`config.mk`:
```
export PLATFORM = sky130hd
export DESIGN_NAME = spi_sram_seq
export DESIGN_NICKNAME = d
export VERILOG_FILES = /design/src/rtl/spi_sram_seq.sv
export SDC_FILE = /design/constraint.sdc
export NUM_CORES = 1
export LEC_CHECK = 0
export ABC_AREA = 1
export CORE_AREA = 3 3 97 99
export CTS_CLUSTER_DIAMETER = 150
export DETAILED_ROUTE_END_ITERATION = 8
export DIE_AREA = 0 0 100 102
export PLACE_DENSITY = 0.53
export SLEW_MARGIN = 20
export SYNTH_ARGS = -nofsm -noshare
export SYNTH_HDL_FRONTEND = slang
export SYNTH_SLANG_ARGS = --single-unit
```
`constraint.sdc`:
```
create_clock -name sck -period 1.6 [get_ports sck]
set_input_delay 0.32 -clock sck [delete_from_list [all_inputs] [get_ports sck]]
set_output_delay 0.32 -clock sck [all_outputs]
set_load 0.1 [all_outputs]
```
`src/rtl/spi_sram_seq.sv`:
```
// rtl/spi_sram_seq.sv - SPI slave sequencer turning SPI frames into single-cycle SRAM read/write strokes
// Define SPI_SRAM_SEQ_BURST_EN for auto-incrementing multi-byte bursts.
module spi_sram_seq #(
    parameter int unsigned ADDR_W    = 8,
    parameter logic [7:0]  CMD_WRITE = 8'h02,
    parameter logic [7:0]  CMD_READ  = 8'h03
) (
    input  logic              sck,
    input  logic              rst,
    input  logic              ss_n,
    input  logic              sdi,
    input  logic [7:0]        sram_rdata,
    output logic              sdo,
    output logic              sdo_oe,
    output logic [ADDR_W-1:0] sram_addr,
    output logic [7:0]        sram_wdata,
    output logic              sram_we,
    output logic              sram_re,
    output logic              busy,
    output logic              cmd_err
);
    localparam int CNT_W = (ADDR_W > 8) ? $clog2(ADDR_W) : 3;
    localparam logic [CNT_W-1:0] BYTE_LAST = CNT_W'(7);
    localparam logic [CNT_W-1:0] ADDR_LAST = CNT_W'(ADDR_W - 1);

    typedef enum logic [2:0] {IDLE, CMD, ADDR, WDATA, RTURN, RDATA, IGNORE, DONE} state_e;

    state_e            state_q, state_d;
    logic [CNT_W-1:0]  cnt_q, cnt_d;
    logic [6:0]        cmd_q, cmd_d;
    logic [6:0]        rx_q, rx_d;
    logic [7:0]        tx_q, tx_d;
    logic [ADDR_W-1:0] addr_q, addr_d;
    logic              mode_w_q, mode_w_d;
    logic [ADDR_W-1:0] sram_addr_q, sram_addr_d;
    logic [7:0]        sram_wdata_q, sram_wdata_d;
    logic              we_q, we_d, re_q, re_d, err_q, err_d;
    logic [7:0]        cmd_next, rx_next;
    logic [ADDR_W-1:0] addr_next;

    // Shift views include the bit arriving on this edge, so the last bit is decoded without a stall.
    assign cmd_next  = {cmd_q, sdi};
    assign rx_next   = {rx_q, sdi};
    assign addr_next = {addr_q[ADDR_W-2:0], sdi};

    always_comb begin
        state_d      = state_q;
        cnt_d        = cnt_q + CNT_W'(1);
        cmd_d        = cmd_q;
        rx_d         = rx_q;
        tx_d         = tx_q;
        addr_d       = addr_q;
        mode_w_d     = mode_w_q;
        sram_addr_d  = sram_addr_q;
        sram_wdata_d = sram_wdata_q;
        we_d         = 1'b0;
        re_d         = 1'b0;
        err_d        = 1'b0;
        if (ss_n) begin
            state_d = IDLE;
            cnt_d   = '0;
        end else begin
            case (state_q)
                IDLE: begin
                    cmd_d   = cmd_next[6:0];
                    cnt_d   = CNT_W'(1);
                    state_d = CMD;
                end
                CMD: begin
                    cmd_d = cmd_next[6:0];
                    if (cnt_q == BYTE_LAST) begin
                        cnt_d = '0;
                        if (cmd_next == CMD_WRITE) begin
                            state_d  = ADDR;
                            mode_w_d = 1'b1;
                        end else if (cmd_next == CMD_READ) begin
                            state_d  = ADDR;
                            mode_w_d = 1'b0;
                        end else begin
                            state_d = IGNORE;
                            err_d   = 1'b1;
                        end
                    end
                end
                ADDR: begin
                    addr_d = addr_next;
                    if (cnt_q == ADDR_LAST) begin
                        cnt_d = '0;
                        if (mode_w_q) begin
                            state_d = WDATA;
                        end else begin
                            state_d     = RTURN;
                            re_d        = 1'b1;
                            sram_addr_d = addr_next;
                        end
                    end
                end
                WDATA: begin
                    rx_d = rx_next[6:0];
                    if (cnt_q == BYTE_LAST) begin
                        cnt_d        = '0;
                        we_d         = 1'b1;
                        sram_wdata_d = rx_next;
                        sram_addr_d  = addr_q;
`ifdef SPI_SRAM_SEQ_BURST_EN
                        addr_d       = addr_q + ADDR_W'(1);
`else
                        state_d      = DONE;
`endif
                    end
                end
                RTURN: begin
                    tx_d    = sram_rdata;
                    cnt_d   = '0;
                    state_d = RDATA;
                end
                RDATA: begin
                    tx_d = {tx_q[6:0], 1'b0};
                    if (cnt_q == BYTE_LAST) begin
                        cnt_d       = '0;
`ifdef SPI_SRAM_SEQ_BURST_EN
                        // Next read stroke already points at the incremented address.
                        addr_d      = addr_q + ADDR_W'(1);
                        sram_addr_d = addr_q + ADDR_W'(1);
                        re_d        = 1'b1;
                        state_d     = RTURN;
`else
                        state_d     = DONE;
`endif
                    end
                end
                IGNORE, DONE: cnt_d = '0;
            endcase
        end
    end

    always_ff @(posedge sck or posedge rst) begin
        if (rst) begin
            state_q      <= IDLE;
            cnt_q        <= '0;
            cmd_q        <= '0;
            rx_q         <= '0;
            tx_q         <= '0;
            addr_q       <= '0;
            mode_w_q     <= 1'b0;
            sram_addr_q  <= '0;
            sram_wdata_q <= '0;
            we_q         <= 1'b0;
            re_q         <= 1'b0;
            err_q        <= 1'b0;
        end else begin
            state_q      <= state_d;
            cnt_q        <= cnt_d;
            cmd_q        <= cmd_d;
            rx_q         <= rx_d;
            tx_q         <= tx_d;
            addr_q       <= addr_d;
            mode_w_q     <= mode_w_d;
            sram_addr_q  <= sram_addr_d;
            sram_wdata_q <= sram_wdata_d;
            we_q         <= we_d;
            re_q         <= re_d;
            err_q        <= err_d;
        end
    end

    assign sdo_oe     = (state_q == RDATA);
    assign sdo        = sdo_oe & tx_q[7];
    assign busy       = (state_q != IDLE);
    assign sram_addr  = sram_addr_q;
    assign sram_wdata = sram_wdata_q;
    assign sram_we    = we_q;
    assign sram_re    = re_q;
    assign cmd_err    = err_q;
endmodule

```
==> impl_metrics.tcl <==
set metrics [dict create \
    period_share 1.01 \
    power_leakage_nw 1.67 \
    netlist.area_leader.share 0.549 \
    placed_area_sq_mm 0.00326 \
    io_buffers 33 \
    numCtsBuffers 5 \
    place_inst 443 \
    layout-drive-gt1-share 0.242 \
    finalSetupTns_ps -23.3 \
    rsz0062_at_grt "true" \
    final.fill_count 850 \
    root_buffer "clkbuf_8" \
    drc 0 \
    syn_nets 317 \
    firstDrtPassIters 4 \
    drv_slew 0 \
    critical_path_class "reg -> out" \
    post_drt_via_cell_ratio 4.37 \
    routabilityCongestion 0.770 \
    grt_max_degree 57 \
    async_reset_ff_frac 1.00 \
    cap_violations 0 \
    h-tree-depth 2 \
    worstMarginPinSlew_ps 297 \
    dieArea_sq_mm 0.0102 \
    timing.fmax_ghz 0.617 \
    post-route-util 0.406 \
    failed_checks "negative setup slack" \
    max_slew_margin 0.800 \
    cts_num_sinks 56 \
    finalNonFillerCells 463 \
    grt.overflow.total 0 \
    grt_use_total 0.105 \
    fp.coreArea_sq_mm 0.00864 \
    p_clk_frac 0.208 \
    switching_share 0.375 \
    clkTransAtPathRegs_ps 110 \
    routed_wl_um 5130 \
    fin_worst_skew_ps 14.0 \
    grt_pass1_vias 1961 \
    syn_area_per_cell_sq_um 8.43 \
    antenna_found_initial 0 \
    crit_fanout 3 \
    cts_tree "done" \
    ctsHoldBuffers 0 \
    dr.first_iter.drc_count 88 \
    yosys_most_used_dff "dfrtp_1" \
    synth.most_common_cell "nand2_1" \
    setup_viol 2 \
    yosys-top-cells-count "95 x nand2_1, 56 x dfrtp_1, 34 x inv_1" \
    clock_latency_ps 320 \
    p_int_mw 2.87 \
    power_switching_mw 1.73 \
    final_area_sq_mm 0.00351 \
    cp-end-kind "primary output" \
    pwr-share-comb 0.361 \
    synth_seq_area_share 0.549 \
    ys_types 26 \
    clock_path_buffers 2 \
    die_h_um 102 \
    fp.dieW_um 100 \
    grt_pass1_wl_um 8730 \
    syn-instance-count 303 \
    place_ws_ps 2.97 \
    ys_warn_count 0 \
    synth.area.top_cells "dfrtp_1 55%, nand2_1 14%, o21ai_0 5.7%, inv_1 5.0%, o21ai_1 3.9%" \
    crit_required_ps 1280 \
    worstPathArrival_ps 1300 \
    ir_drop_mv 0.538 \
    avgRoutedWirePerCell_um 11.1 \
    power_density_mw_per_mm2 1310 \
    seq_power_share 0.431 \
    syn_to_final_growth_pct 37.3 \
    start_kind "register" \
    via_count 2023 \
    pin_count 34 \
    n_antenna_cell 0 \
    synth-edff-count 0 \
    period_needed_ps 1620 \
    finalNetCount 368 \
    core.rowCount 34 \
    yosys.area.top_type "dfrtp_1" \
    ant_nets 0 \
    synth_seq_cells 56 \
    hpwl_um 3360 \
    final-hold-violation-count 0 \
    hp-class "in -> async" \
    status "finished, violations left" \
    initial_core_util 0.296 \
    synth_area_sq_mm 0.00255 \
    fin_ws_ps -21.7 \
]
[worst max-delay path, cell delays in order (launching register included)]
cell	delay (ps)
dfrtp_2	410
inv_2	60
nor2_4	120
nand2_4	90
nor2_4	110
buf_12	180
[kinds of logic (layout without fill, tap and decap cells)]
| family | Yosys count | in the layout | synth area share |
|---|---|---|---|
| AOI/OAI and AO/OA | 60 | 60 | 0.128 |
| adders and majority gates | 2 | 2 | 0.00980 |
| buffers and inverters | 48 | 98 | 0.0828 |
| DFF | 56 | 56 | 0.549 |
| and+or+nand+nor | 137 | 139 | 0.230 |
[path summary, 6_finish.rpt]
check                           slack [ps]  depth (start not counted)              startpoint                        end
worst max register to register          70                          8  state_q[1]$_DFFE_PP0P_        tx_q[6]$_DFFE_PP0P_
min in group sck                       500                          2     rx_q[6]$_DFFE_PP0P_  sram_wdata[7]$_DFFE_PP0P_
max in group asynchronous              920                          3                     rst     state_q[2]$_DFFE_PP0P_
worst max-delay path                   -20                          5  state_q[0]$_DFFE_PP0P_                        sdo
worst min-delay path                   410                          3                     rst  sram_wdata[1]$_DFFE_PP0P_
worst min register to register         500                          2     rx_q[6]$_DFFE_PP0P_  sram_wdata[7]$_DFFE_PP0P_
[registers in the layout, indices dropped and copies added, names as in the netlist]
| register | cells |
|---|---|
| cmd_q | 7 |
| cnt_q | 3 |
| addr_q | 8 |
| cmd_err | 1 |
| rx_q | 7 |
| sram_we | 1 |
| sram_wdata | 8 |
| state_q | 3 |
| sram_re | 1 |
| sram_addr | 8 |
| mode_w_q | 1 |
| tx_q | 8 |
[metal layers]
| metal | global-route usage | share of wire |
|---|---|---|
| met3 | 0.0287 | 0.047 |
| met1 | 0.133 | 0.49 |
| met5 | 0 | 0 |
| met4 | 0.0280 | 0.015 |
| met2 | 0.178 | 0.45 |
[placed cells by master, fill, tap and decap left out]
master	instances
a21oi_1	3
buf_12	23
buf_4	17
bufinv_16	1
clkbuf_8	5
clkdlybuf4s50_1	11
clkinv_4	2
clkinvlp_4	2
dfrtp_1	53
dfrtp_2	3
ha_1	1
ha_2	1
inv_1	31
inv_2	6
nand2_1	93
nand2_2	4
nand2_4	3
nand3_1	5
nand3_2	2
nand3_4	1
nand3b_1	1
nand4_1	1
nor2_1	19
nor2_2	3
nor2_4	5
nor3_1	1
o21ai_0	26
o21ai_1	23
o21ai_2	7
o22ai_1	1
or2_2	1
[what timing repair did]
item / 4_1_cts / 5_1_grt
pin swaps: 1 / 3
endpoints found under the setup margin: 3 / 35
buffers inserted: 7 / 3
cloned: 0 / 2
gates resized for setup: 6 / 9
[power groups by stage]
stage | Clock (mW) | Sequential [mW] | Combinational (mW)
after floorplan | 0 | 1.95 | 1.11
after global placement | 0 | 2.01 | 1.43
after detailed placement | 0 | 2.02 | 1.44
after global routing | 1.05 | 2.04 | 1.88
final | 0.957 | 1.98 | 1.66
after CTS | 0.979 | 1.98 | 1.59
[area by class of cell]
type                       count  area [sq um]  share of cell area
clock buffer                   5          68.8              0.0196
sequential                    56          1410               0.401
clock inverter                 3          47.5              0.0136
tap                          108           135              0.0385
multi-input combinational    201           997               0.284
inverter                      39           154              0.0439
timing repair buffer          51           698               0.199
[per-stage QoR]
| step | power (mW) | hold slack, ps |
|---|---|---|
| 6_report | 4.60 | 406 |
| 5_1_grt | 4.96 | 432 |
| 4_1_cts | 4.55 | 429 |
| 3_5_place_dp | 3.46 | 474 |
| 3_3_place_gp | 3.44 | 468 |
| 2_1_floorplan | 3.06 | 400 |
Note: power is estimated with default switching activity, not from simulation.
